$ cat config.mk
export PLATFORM = sky130hd
export DESIGN_NAME = shot_evaluator
export DESIGN_NICKNAME = d
export VERILOG_FILES = /design/src/rtl/battleship_pkg.sv /design/src/rtl/window_scanner.sv /design/src/rtl/shot_evaluator.sv
export SDC_FILE = /design/constraint.sdc
export NUM_CORES = 1
export LEC_CHECK = 0
export BUFFER_PORTS_ARGS = -buffer_cell sky130_fd_sc_hd__buf_2
export CORE_MARGIN = 5
export CORE_UTILIZATION = 61
export DETAILED_ROUTE_END_ITERATION = 8
export HOLD_SLACK_MARGIN = 0.08
export PLACE_DENSITY = 0.86
export SYNTH_ARGS = -nofsm -noshare
export SYNTH_HDL_FRONTEND = slang
export SYNTH_SLANG_ARGS = --single-unit
$ cat constraint.sdc
create_clock -name clock -period 11.8 [get_ports clock]
set_input_delay 0 -clock clock [delete_from_list [all_inputs] [get_ports clock]]
set_output_delay 0 -clock clock [all_outputs]
set_load 0.01 [all_outputs]
$ cat src/rtl/battleship_pkg.sv
// Shared types and default board constants for the battleship shot evaluator.
package battleship_pkg;

   localparam int DEF_BOARD_W = 10;
   localparam int DEF_BOARD_H = 10;
   localparam int DEF_COORD_W = 4;
   localparam int DEF_RADIUS  = 1;

   typedef enum logic [1:0] {
      IDLE,
      SCAN,
      DONE
   } eval_state_t;

   typedef struct packed {
      logic hit;
      logic near;
      logic miss;
      logic wrong;
   } shot_result_t;

endpackage

$ cat src/rtl/window_scanner.sv
// Walks the bomb window around a latched centre, one cell per step,
// row-major (dy outer, dx inner), reporting the board cell and whether it is on the board.
module window_scanner
   import battleship_pkg::*;
#(
   parameter int BOARD_W = DEF_BOARD_W,
   parameter int BOARD_H = DEF_BOARD_H,
   parameter int COORD_W = DEF_COORD_W,
   parameter int RADIUS  = DEF_RADIUS
) (
   input  logic               clock,
   input  logic               reset,
   input  logic               start,
   input  logic               step,
   input  logic [COORD_W-1:0] centre_x,
   input  logic [COORD_W-1:0] centre_y,
   input  logic               big,
   output logic [COORD_W-1:0] cell_x,
   output logic [COORD_W-1:0] cell_y,
   output logic               in_bounds,
   output logic               last
);

   localparam logic signed [COORD_W:0] R_S     = (COORD_W+1)'(RADIUS);
   localparam logic signed [COORD_W:0] ONE_S   = (COORD_W+1)'(1);
   localparam logic signed [COORD_W:0] MAX_X_S = (COORD_W+1)'(BOARD_W);
   localparam logic signed [COORD_W:0] MAX_Y_S = (COORD_W+1)'(BOARD_H);

   logic [COORD_W-1:0]        cx, cy;
   logic                      big_q;
   logic signed [COORD_W:0]   dx, dy;
   logic signed [COORD_W:0]   hi, lo;
   logic signed [COORD_W:0]   sx, sy;

   // Offset range for the latched window size; a small shot only visits (0,0).
   always_comb begin
      hi = big_q ? R_S : '0;
      lo = -hi;
   end

   // Latch centre/size on start, then advance the offset counters each step.
   always_ff @(posedge clock or posedge reset) begin
      if (reset) begin
         cx    <= '0;
         cy    <= '0;
         big_q <= 1'b0;
         dx    <= '0;
         dy    <= '0;
      end else if (start) begin
         cx    <= centre_x;
         cy    <= centre_y;
         big_q <= big;
         dx    <= big ? -R_S : '0;
         dy    <= big ? -R_S : '0;
      end else if (step) begin
         if (dx == hi) begin
            dx <= lo;
            dy <= dy + ONE_S;
         end else begin
            dx <= dx + ONE_S;
         end
      end
   end

   // Signed cell position; anything off the board is flagged, never wrapped.
   always_comb begin
      sx        = $signed({1'b0, cx}) + dx;
      sy        = $signed({1'b0, cy}) + dy;
      in_bounds = (sx >= ONE_S) && (sx <= MAX_X_S) && (sy >= ONE_S) && (sy <= MAX_Y_S);
      cell_x    = sx[COORD_W-1:0];
      cell_y    = sy[COORD_W-1:0];
      last      = (dx == hi) && (dy == hi);
   end

endmodule

$ cat src/rtl/shot_evaluator.sv
// Board state holder and shot evaluator: loadable ship/near/hit bitmaps,
// one shot at a time, window scan one cell per cycle, one-cycle result strobe.
module shot_evaluator
   import battleship_pkg::*;
#(
   parameter int BOARD_W = DEF_BOARD_W,
   parameter int BOARD_H = DEF_BOARD_H,
   parameter int COORD_W = DEF_COORD_W,
   parameter int RADIUS  = DEF_RADIUS,
   localparam int CELLS  = BOARD_W * BOARD_H,
   localparam int CNT_W  = $clog2(CELLS + 1)
) (
   input  logic               clock,
   input  logic               reset,
   input  logic               clear,
   input  logic               load_en,
   input  logic [COORD_W-1:0] load_x,
   input  logic [COORD_W-1:0] load_y,
   input  logic               load_ship,
   input  logic               load_near,
   input  logic               shot_valid,
   output logic               shot_ready,
   input  logic [COORD_W-1:0] shot_x,
   input  logic [COORD_W-1:0] shot_y,
   input  logic               shot_big,
   output logic               res_valid,
   output logic               res_hit,
   output logic               res_near,
   output logic               res_miss,
   output logic               res_wrong,
   output logic [CNT_W-1:0]   res_hit_count,
   output logic [CNT_W-1:0]   ships_left,
   output logic               all_sunk
);

   localparam int IDX_W = (CELLS > 1) ? $clog2(CELLS) : 1;
   localparam logic [COORD_W-1:0] MAX_X   = COORD_W'(BOARD_W);
   localparam logic [COORD_W-1:0] MAX_Y   = COORD_W'(BOARD_H);
   localparam logic [CNT_W-1:0]   CNT_ONE = CNT_W'(1);

   eval_state_t        state;
   logic [CELLS-1:0]   ship_map, near_map, hit_map;
   logic [CNT_W-1:0]   hit_count;
   logic               near_seen;
   shot_result_t       res;

   logic [COORD_W-1:0] scan_x, scan_y;
   logic               scan_in_bounds, scan_last;
   logic               scan_start, scan_step;

   logic               load_in_range, shot_in_range, shot_wrong;
   logic [IDX_W-1:0]   load_idx, shot_idx, scan_idx;
   logic               cell_new_hit, cell_near;
   logic [CNT_W-1:0]   total_hits;
   logic               total_near;

   function automatic logic [IDX_W-1:0] cell_index(input logic [COORD_W-1:0] x,
                                                   input logic [COORD_W-1:0] y);
      return IDX_W'((int'(y) - 1) * BOARD_W + int'(x) - 1);
   endfunction

   // Decode addressed cells and the outcome of the cell currently being scanned.
   always_comb begin
      load_in_range = (load_x != '0) && (load_x <= MAX_X) && (load_y != '0) && (load_y <= MAX_Y);
      shot_in_range = (shot_x != '0) && (shot_x <= MAX_X) && (shot_y != '0) && (shot_y <= MAX_Y);
      load_idx      = cell_index(load_x, load_y);
      shot_idx      = cell_index(shot_x, shot_y);
      scan_idx      = cell_index(scan_x, scan_y);
      shot_wrong    = !shot_in_range || hit_map[shot_idx];
      cell_new_hit  = scan_in_bounds && ship_map[scan_idx] && !hit_map[scan_idx];
      cell_near     = scan_in_bounds && near_map[scan_idx];
      total_hits    = hit_count + (cell_new_hit ? CNT_ONE : '0);
      total_near    = near_seen || cell_near;
      shot_ready    = (state == IDLE) && !clear && !load_en;
      scan_start    = shot_ready && shot_valid && !shot_wrong;
      scan_step     = (state == SCAN);
   end

   window_scanner #(
      .BOARD_W (BOARD_W),
      .BOARD_H (BOARD_H),
      .COORD_W (COORD_W),
      .RADIUS  (RADIUS)
   ) u_scanner (
      .clock     (clock),
      .reset     (reset),
      .start     (scan_start),
      .step      (scan_step),
      .centre_x  (shot_x),
      .centre_y  (shot_y),
      .big       (shot_big),
      .cell_x    (scan_x),
      .cell_y    (scan_y),
      .in_bounds (scan_in_bounds),
      .last      (scan_last)
   );

   // Control FSM plus bitmap, counter and registered result updates.
   always_ff @(posedge clock or posedge reset) begin
      if (reset) begin
         state         <= IDLE;
         ship_map      <= '0;
         near_map      <= '0;
         hit_map       <= '0;
         ships_left    <= '0;
         hit_count     <= '0;
         near_seen     <= 1'b0;
         res           <= '0;
         res_valid     <= 1'b0;
         res_hit_count <= '0;
      end else begin
         case (state)
            IDLE: begin
               if (clear) begin
                  ship_map   <= '0;
                  near_map   <= '0;
                  hit_map    <= '0;
                  ships_left <= '0;
               end else if (load_en) begin
                  if (load_in_range) begin
                     ship_map[load_idx] <= load_ship;
                     near_map[load_idx] <= load_near;
                     hit_map[load_idx]  <= 1'b0;
                     if (!ship_map[load_idx] && load_ship)
                        ships_left <= ships_left + CNT_ONE;
                     else if (ship_map[load_idx] && !load_ship && !hit_map[load_idx])
                        ships_left <= ships_left - CNT_ONE;
                  end
               end else if (shot_valid) begin
                  if (shot_wrong) begin
                     state         <= DONE;
                     res_valid     <= 1'b1;
                     res           <= '{hit: 1'b0, near: 1'b0, miss: 1'b0, wrong: 1'b1};
                     res_hit_count <= '0;
                  end else begin
                     state     <= SCAN;
                     hit_count <= '0;
                     near_seen <= 1'b0;
                  end
               end
            end
            SCAN: begin
               if (cell_new_hit) begin
                  hit_map[scan_idx] <= 1'b1;
                  ships_left        <= ships_left - CNT_ONE;
               end
               hit_count <= total_hits;
               near_seen <= total_near;
               if (scan_last) begin
                  state         <= DONE;
                  res_valid     <= 1'b1;
                  res_hit_count <= total_hits;
                  res.hit       <= (total_hits != '0);
                  res.near      <= (total_hits == '0) && total_near;
                  res.miss      <= (total_hits == '0) && !total_near;
                  res.wrong     <= 1'b0;
               end
            end
            DONE: begin
               state         <= IDLE;
               res_valid     <= 1'b0;
               res           <= '0;
               res_hit_count <= '0;
            end
            default: state <= IDLE;
         endcase
      end
   end

   // Result flags straight from the registered result; sunk flag from the live count.
   always_comb begin
      res_hit   = res.hit;
      res_near  = res.near;
      res_miss  = res.miss;
      res_wrong = res.wrong;
      all_sunk  = (ships_left == '0);
   end

endmodule

Word level (Yosys, flattened, before mapping). Cells that the tools add are included.

$add $sub $neg: 17. Multipliers: 3. Divide/modulo/power cells: 0. Magnitude comparators: 13. Eq/ne operators: 14. Shifts and indexed selects: 0. Mux-type cells: 79. Bitwise operators: 3. Reductions and logical operators: 56.

Operator list (count): 100-bit two-way mux (10); 100-bit bitwise mux (2); 100-bit case mux with 2 select lines (1); 7-bit two-way mux (15); 100-bit AND (1); 100-bit NOT (1); 100-bit OR (1); 1-bit binary-select mux with 7-bit select (6); 5-bit two-way mux (7); 7-bit case mux with 2 select lines (2); 1-bit logical AND (24); 7-bit by 8-bit < comparator with 1-bit output (second input constant) (3); 7-bit by 5-bit adder with 7-bit output (3); 7-bit case mux with 3 select lines (1); 7-bit by 2-bit subtractor with 7-bit output (second input constant) (3); 4-bit two-way mux (5); 1-bit two-way mux (19); 5-bit by 4-bit multiplier with 6-bit output (second input constant) (3); 4-bit <= comparator (second input constant) (4); 4-bit nonzero test (4); 4-bit by 1-bit subtractor with 5-bit output (second input constant) (3); 1-bit demux with 7-bit select (2); 7-bit by 1-bit greater-or-equal comparator with 1-bit output (second input constant) (2); 7-bit zero test (2); 31 further kinds (61).

Register bits: 348. Bits in latches: 0. RAM bits: 0. ROM bits: 0. Input port bits: 24. Output and inout port bits: 21. Memories: 0.

Longest topological paths before layout.
Depth in word-level cells: 15. Gate-level depth with buffers: 28. Gate-level depth less buffers: 26.

Modules after synthesis. A second synthesis with hierarchy kept.

Cell total of the unflattened synthesis: 2299. Area total of the unflattened synthesis: 22424.0 um2.

By module, submodules not included: shot_evaluator (instances 1, cells each 2171, area each 21167.8 um2, sequential area each 8232.9 um2); window_scanner (instances 1, cells each 128, area each 1256.2 um2, sequential area each 475.5 um2).

Least setup slack after synthesis. No wires, ideal clock.

Path kind: register -> register. From: reg u_scanner.dy[0]. To: reg hit_count[6]. Arrival: 5.694 ns. Data required time: 11.734 ns. Setup slack: 6.040 ns. Cell stages (with the launch flop): 25. Buffers on the path: 2. Period minus slack after synthesis: 5.760 ns. Cells stage by stage: dfrtp_1 ha_1 fa_1 xnor2_1 nand2_1 xor2_1 ha_1 ha_1 fa_1 inv_1 ha_1 xnor2_1 clkbuf_1 o211ai_1 o2bb2a_1 o22ai_1 buf_2 ha_1 ha_1 nand3_1 or3_1 a21oi_1 a21oi_1 nor2_1 a221o_1.

Longest elaborated chain between the ends: 12.

Ends and longest elaborated chain: start: declaration (RTL line window_scanner.sv:31) `logic signed [COORD_W:0] dx, dy;`; start signal: assignment (RTL line window_scanner.sv:54) `dy <= big ? -R_S : '0;`; start signal: assignment (RTL line window_scanner.sv:58) `dy <= dy + ONE_S;`; 5-bit adder (*) (RTL line window_scanner.sv:68) `sy = $signed({1'b0, cy}) + dy;`; 4-bit by 1-bit subtractor with 5-bit output (RTL line shot_evaluator.sv:59) `return IDX_W'((int'(y) - 1) * BOARD_W + int'(x) - 1);`; 5-bit by 4-bit multiplier with 6-bit output (RTL line shot_evaluator.sv:59); 7-bit by 5-bit adder with 7-bit output (RTL line shot_evaluator.sv:59); 7-bit by 2-bit subtractor with 7-bit output (RTL line shot_evaluator.sv:59); 1-bit binary-select mux with 7-bit select (RTL line shot_evaluator.sv:70) `cell_new_hit = scan_in_bounds && ship_map[scan_idx] && !hit_map[scan_idx];`; 1-bit two-way mux (not written as such) (RTL line shot_evaluator.sv:70); 1-bit logical AND or 1-bit zero test (tied branches) (RTL line shot_evaluator.sv:70); 1-bit logical AND (*) (RTL line shot_evaluator.sv:70); 1-bit two-way mux (*) (RTL line shot_evaluator.sv:72) `total_hits = hit_count + (cell_new_hit ? CNT_ONE : '0);`; 7-bit by 1-bit adder with 7-bit output (*) (RTL line shot_evaluator.sv:72); 7-bit case mux with 2 select lines (*) (RTL line shot_evaluator.sv:112) `case (state)`; end signal: assignment (RTL line shot_evaluator.sv:147) `hit_count <= total_hits;`; end: declaration (RTL line shot_evaluator.sv:43) `logic [CNT_W-1:0] hit_count;`.

Mark *: on every way between the ends. The rest lies on a longest branch, timed or not. The select of a mux whose other input is x is not followed. A chain may end at the register's enable or synchronous reset.

Final worst setup path.
From: reg u_scanner.dy[0]. To: reg hit_map[32].

Longest elaborated chain between the ends: 12.

Ends and longest elaborated chain: 5-bit adder (*) (RTL line window_scanner.sv:68); 4-bit by 1-bit subtractor with 5-bit output (RTL line shot_evaluator.sv:59); 5-bit by 4-bit multiplier with 6-bit output (RTL line shot_evaluator.sv:59); 7-bit by 5-bit adder with 7-bit output (RTL line shot_evaluator.sv:59); 7-bit by 2-bit subtractor with 7-bit output (RTL line shot_evaluator.sv:59); 7-bit by 8-bit < comparator with 1-bit output (not written as such) or 7-bit by 1-bit greater-or-equal comparator with 1-bit output (tied branches) (RTL line shot_evaluator.sv:144) `hit_map[scan_idx] <= 1'b1;`; 1-bit logical AND (not written as such) (RTL line shot_evaluator.sv:144); 1-bit two-way mux (not written as such) (RTL line shot_evaluator.sv:144); 1-bit demux with 7-bit select (RTL line shot_evaluator.sv:144); 100-bit OR (no line); 100-bit two-way mux (RTL line shot_evaluator.sv:143) `if (cell_new_hit) begin`; 100-bit case mux with 2 select lines (RTL line shot_evaluator.sv:112); end signal: assignment (RTL line shot_evaluator.sv:117) `hit_map <= '0;`; end signal: indexed assignment (RTL line shot_evaluator.sv:123) `hit_map[load_idx] <= 1'b0;`; end signal: indexed assignment (RTL line shot_evaluator.sv:144); end: declaration (RTL line shot_evaluator.sv:42) `logic [CELLS-1:0] ship_map, near_map, hit_map;`.

Marks and branches as above.

==> impl_metrics.tcl <==
set metrics [dict create \
    status "completed" \
    htree_levels 2 \
    cp_top_family "compound AO/OA/AOI/OAI gates" \
    critPathMaxFanout 14 \
    ys_seq_area_share_pct 38.85 \
    setup_violations 0 \
    cp_cell_sequence "ha_1 > fa_1 > inv_1 > ha_1 > xnor2_1 > ha_1 > inv_1 > ha_1 > inv_1 > ha_1 > a211oi_1 > nor2_1 > o21ai_0 > o21ai_0 > o2bb2a_1 > o22ai_1 > buf_4 > nand4_1 > o21ai_0" \
    multiInputGateArea_um2 12730 \
    yosys_most_used_dff "dfrtp_1" \
    rows 70 \
    rsz0062_at_grt "false" \
    cts_resized 0 \
    finClkSkew_ns 0.01848 \
    vias_per_cell 7.588 \
    hold_path_class "input pin to flip-flop" \
    root_buffer "clkbuf_16" \
    slew-limit-headroom_pct 9.313 \
    grt_pass1_vias 20695 \
    io_pins 45 \
    antenna_left 0 \
    path_buf_inv 4 \
    hold_start "load_en" \
    synth_top_area_share_pct 38.85 \
    fin_crit_ns 7.055 \
    syn_area_um2 22420 \
    io_buffers 44 \
    postSynthCellCount 2333 \
    critical_path_required_ns 12.26 \
    seq_area_um2 8708 \
    firstDrtPassIters 8 \
    nets 2401 \
    dp_hpwl_mm 55.05 \
    drt_iter0_drc 3543 \
    slowest_delay_ns 1.07 \
    ys_seq_elements 348 \
    tightest_slew_ns 1.356 \
    start_kind "flip-flop" \
    vias 21307 \
    synth_edf_count 0 \
    cts_tree "yes" \
    grt_pass1_wl_mm 129.0 \
    postCtsHoldBufs 20 \
    synth_fp_nets 2427 \
    dp_slack_ns 4.832 \
    drive_gt1_share_pct 13.38 \
    async_reset_ff_share_pct 100.0 \
    post_cts_buffers 0 \
    cts.clk_slew.worst_paths_ns 0.06 \
    worstSetupPathType "flip-flop to flip-flop" \
    avgSynthCellArea_um2 9.608 \
    ys_types 83 \
    globalRouteOverflowTotal 0 \
    setup.worst_path.start "u_scanner.dy[0]" \
    grt_usage_pct 40.88 \
    synth_area_leader_cell "dfrtp_1" \
    synthTopCellsByArea "dfrtp_1 (39%), o21ai_0 (7.4%), a22o_1 (7.2%)" \
    wire_per_inst_um 30.20 \
    maxCapViolations 0 \
    die_y_um 201.7 \
    grt_max_degree 134 \
    die_w_um 201.7 \
    clock.fmax_mhz 141.7 \
    gp_congestion 1.064 \
    synthToLayoutAreaGrowth_pct 9.188 \
    yosysWarnings 0 \
    drc 0 \
    finalInstanceArea_um2 24470 \
    dieArea_um2 40680 \
    cts_buffers 40 \
    cp_slowest_cell "nand4_1" \
    wirelength_mm 84.80 \
    cts_sinks 348 \
    antenna_found_initial 3 \
    clock_latency_ns 0.58 \
    critical_path_arrival_ns 7.51 \
    end_kind "flip-flop" \
    r2r-start "u_scanner.dy[0]" \
    placed_cell_area_um2 22830 \
    initial_core_util_pct 61.52 \
    clockBufferDepth 3 \
    hold_viol 0 \
    finalCritPeriodShare_pct 59.79 \
    fin_tns_setup_ns 0 \
    slew_viol_final 0 \
    core_area_um2 36430 \
    cp_common_cell "ha_1" \
    timing.final.ws_setup_ns 4.745 \
    nFillCells 2784 \
]
synthesized netlist by cell type (all sizes together), types with 8 or more instances:
cell / count
o21ai: 331
nor3: 25
a221o: 10
and2: 12
buf: 51
dfrtp: 348
o221ai: 21
inv: 82
a211oi: 23
ha: 62
and3: 15
mux4: 64
nand3: 28
a22oi: 21
mux2i: 81
o22ai: 14
a31oi: 13
or3: 11
xor2: 19
o22a: 11
a221oi: 22
nand2: 194
clkbuf: 116
a21oi: 90
nand2b: 23
a22o: 185
nand3b: 11
mux2: 63
nor3b: 11
xnor2: 25
fa: 8
nor2b: 26
o211ai: 10
o21a: 21
nor2: 182
a2bb2oi: 10
cells in the final DEF (no fill, tap or decap), types with 26 or more instances in the layout:
| master | netlist | layout |
|---|---|---|
| mux2_2 | 62 | 62 |
| nand3_1 | 28 | 28 |
| mux2i_1 | 81 | 81 |
| ha_1 | 62 | 59 |
| buf_4 | 7 | 36 |
| dfrtp_1 | 348 | 348 |
| buf_2 | 33 | 43 |
| a22o_1 | 185 | 185 |
| nand2_1 | 193 | 193 |
| clkbuf_16 | 0 | 41 |
| nor2b_1 | 26 | 26 |
| o21ai_0 | 330 | 330 |
| inv_1 | 82 | 81 |
| a21oi_1 | 89 | 89 |
| mux4_2 | 64 | 64 |
| nor2_1 | 179 | 179 |
metal layers:
layer	wire (µm)	vias up	track usage (%)
li1	-	8700	-
met5	12	-	0
met3	11010	499	12.54
met4	6699	2	24.29
met2	36480	1845	61.11
met1	30600	10261	52.69
cell families (layout without fill, tap and decap cells):
kind of cell / count (synthesis) / count (layout) / synth area share (%)
compound gates: 851 / 851 / 25.81
simple gates: 559 / 559 / 11.36
flops: 348 / 348 / 38.85
buf+inv: 253 / 259 / 4.745
mux: 208 / 208 / 13.21
fa+ha+maj: 70 / 70 / 4.175
xor+xnor: 44 / 44 / 1.853
other cells: 0 / 1 / 0
final timing paths:
kind                              endpoint  cells after the start  slack [ns]
setup / recovery               hit_map[32]                     19        4.75
hold / removal             u_scanner.cx[0]                      5        0.14
setup reg to reg               hit_map[32]                     19        4.75
hold reg to reg               near_map[52]                      2        0.49
max in group asynchronous     ship_map[90]                      5        9.13
min in group asynchronous  u_scanner.cy[2]                      3        0.18
worst reg2reg max path, delay by kind of cell, from the launching register on:
family | cells | cell delay, ns
AO/OA/AOI/OAI | 6 | 2.65
flip-flops | 1 | 0.47
adder cells (fa/ha/maj) | 6 | 1.88
XOR/XNOR | 1 | 0.18
buffers and inverters | 4 | 0.43
AND/OR/NAND/NOR | 2 | 1.33
area by class of cell:
| class | count | share of cell area [%] |
|---|---|---|
| clock buffers | 51 | 4.591 |
| inverters | 86 | 1.350 |
| repair buffers | 99 | 2.801 |
| multi-input cells | 1732 | 52.01 |
| well taps | 468 | 2.393 |
| clock inverters | 23 | 1.263 |
| diodes | 1 | 0.01022 |
| flip-flops and latches | 348 | 35.58 |
state kept, by name, summed over array words and instances, names as in the netlist, 2 cells and up:
register and flops:
near_map 100, ships_left 7, ship_map 100, hit_map 100, hit_count 7, res_hit_count 7
u_scanner.dx 5, u_scanner.cy 4, state 2, u_scanner.cx 4, u_scanner.dy 5
metrics by stage:
step | util [%] | hold slack [ns] | cells
2_1_floorplan | - | 0.04753 | 2333
3_5_place_dp | 62.66 | 0.2685 | 2713
4_1_cts | 67.15 | 0.1022 | 2807
6_report | 67.17 | 0.1382 | 2808
3_3_place_gp | 62.65 | 0.2632 | 2713
5_1_grt | 67.17 | 0.1801 | 2808
Power is left out: the tool's default activity adds up to more than one toggle a clock period on the data nets, which glitch-free logic cannot reach.
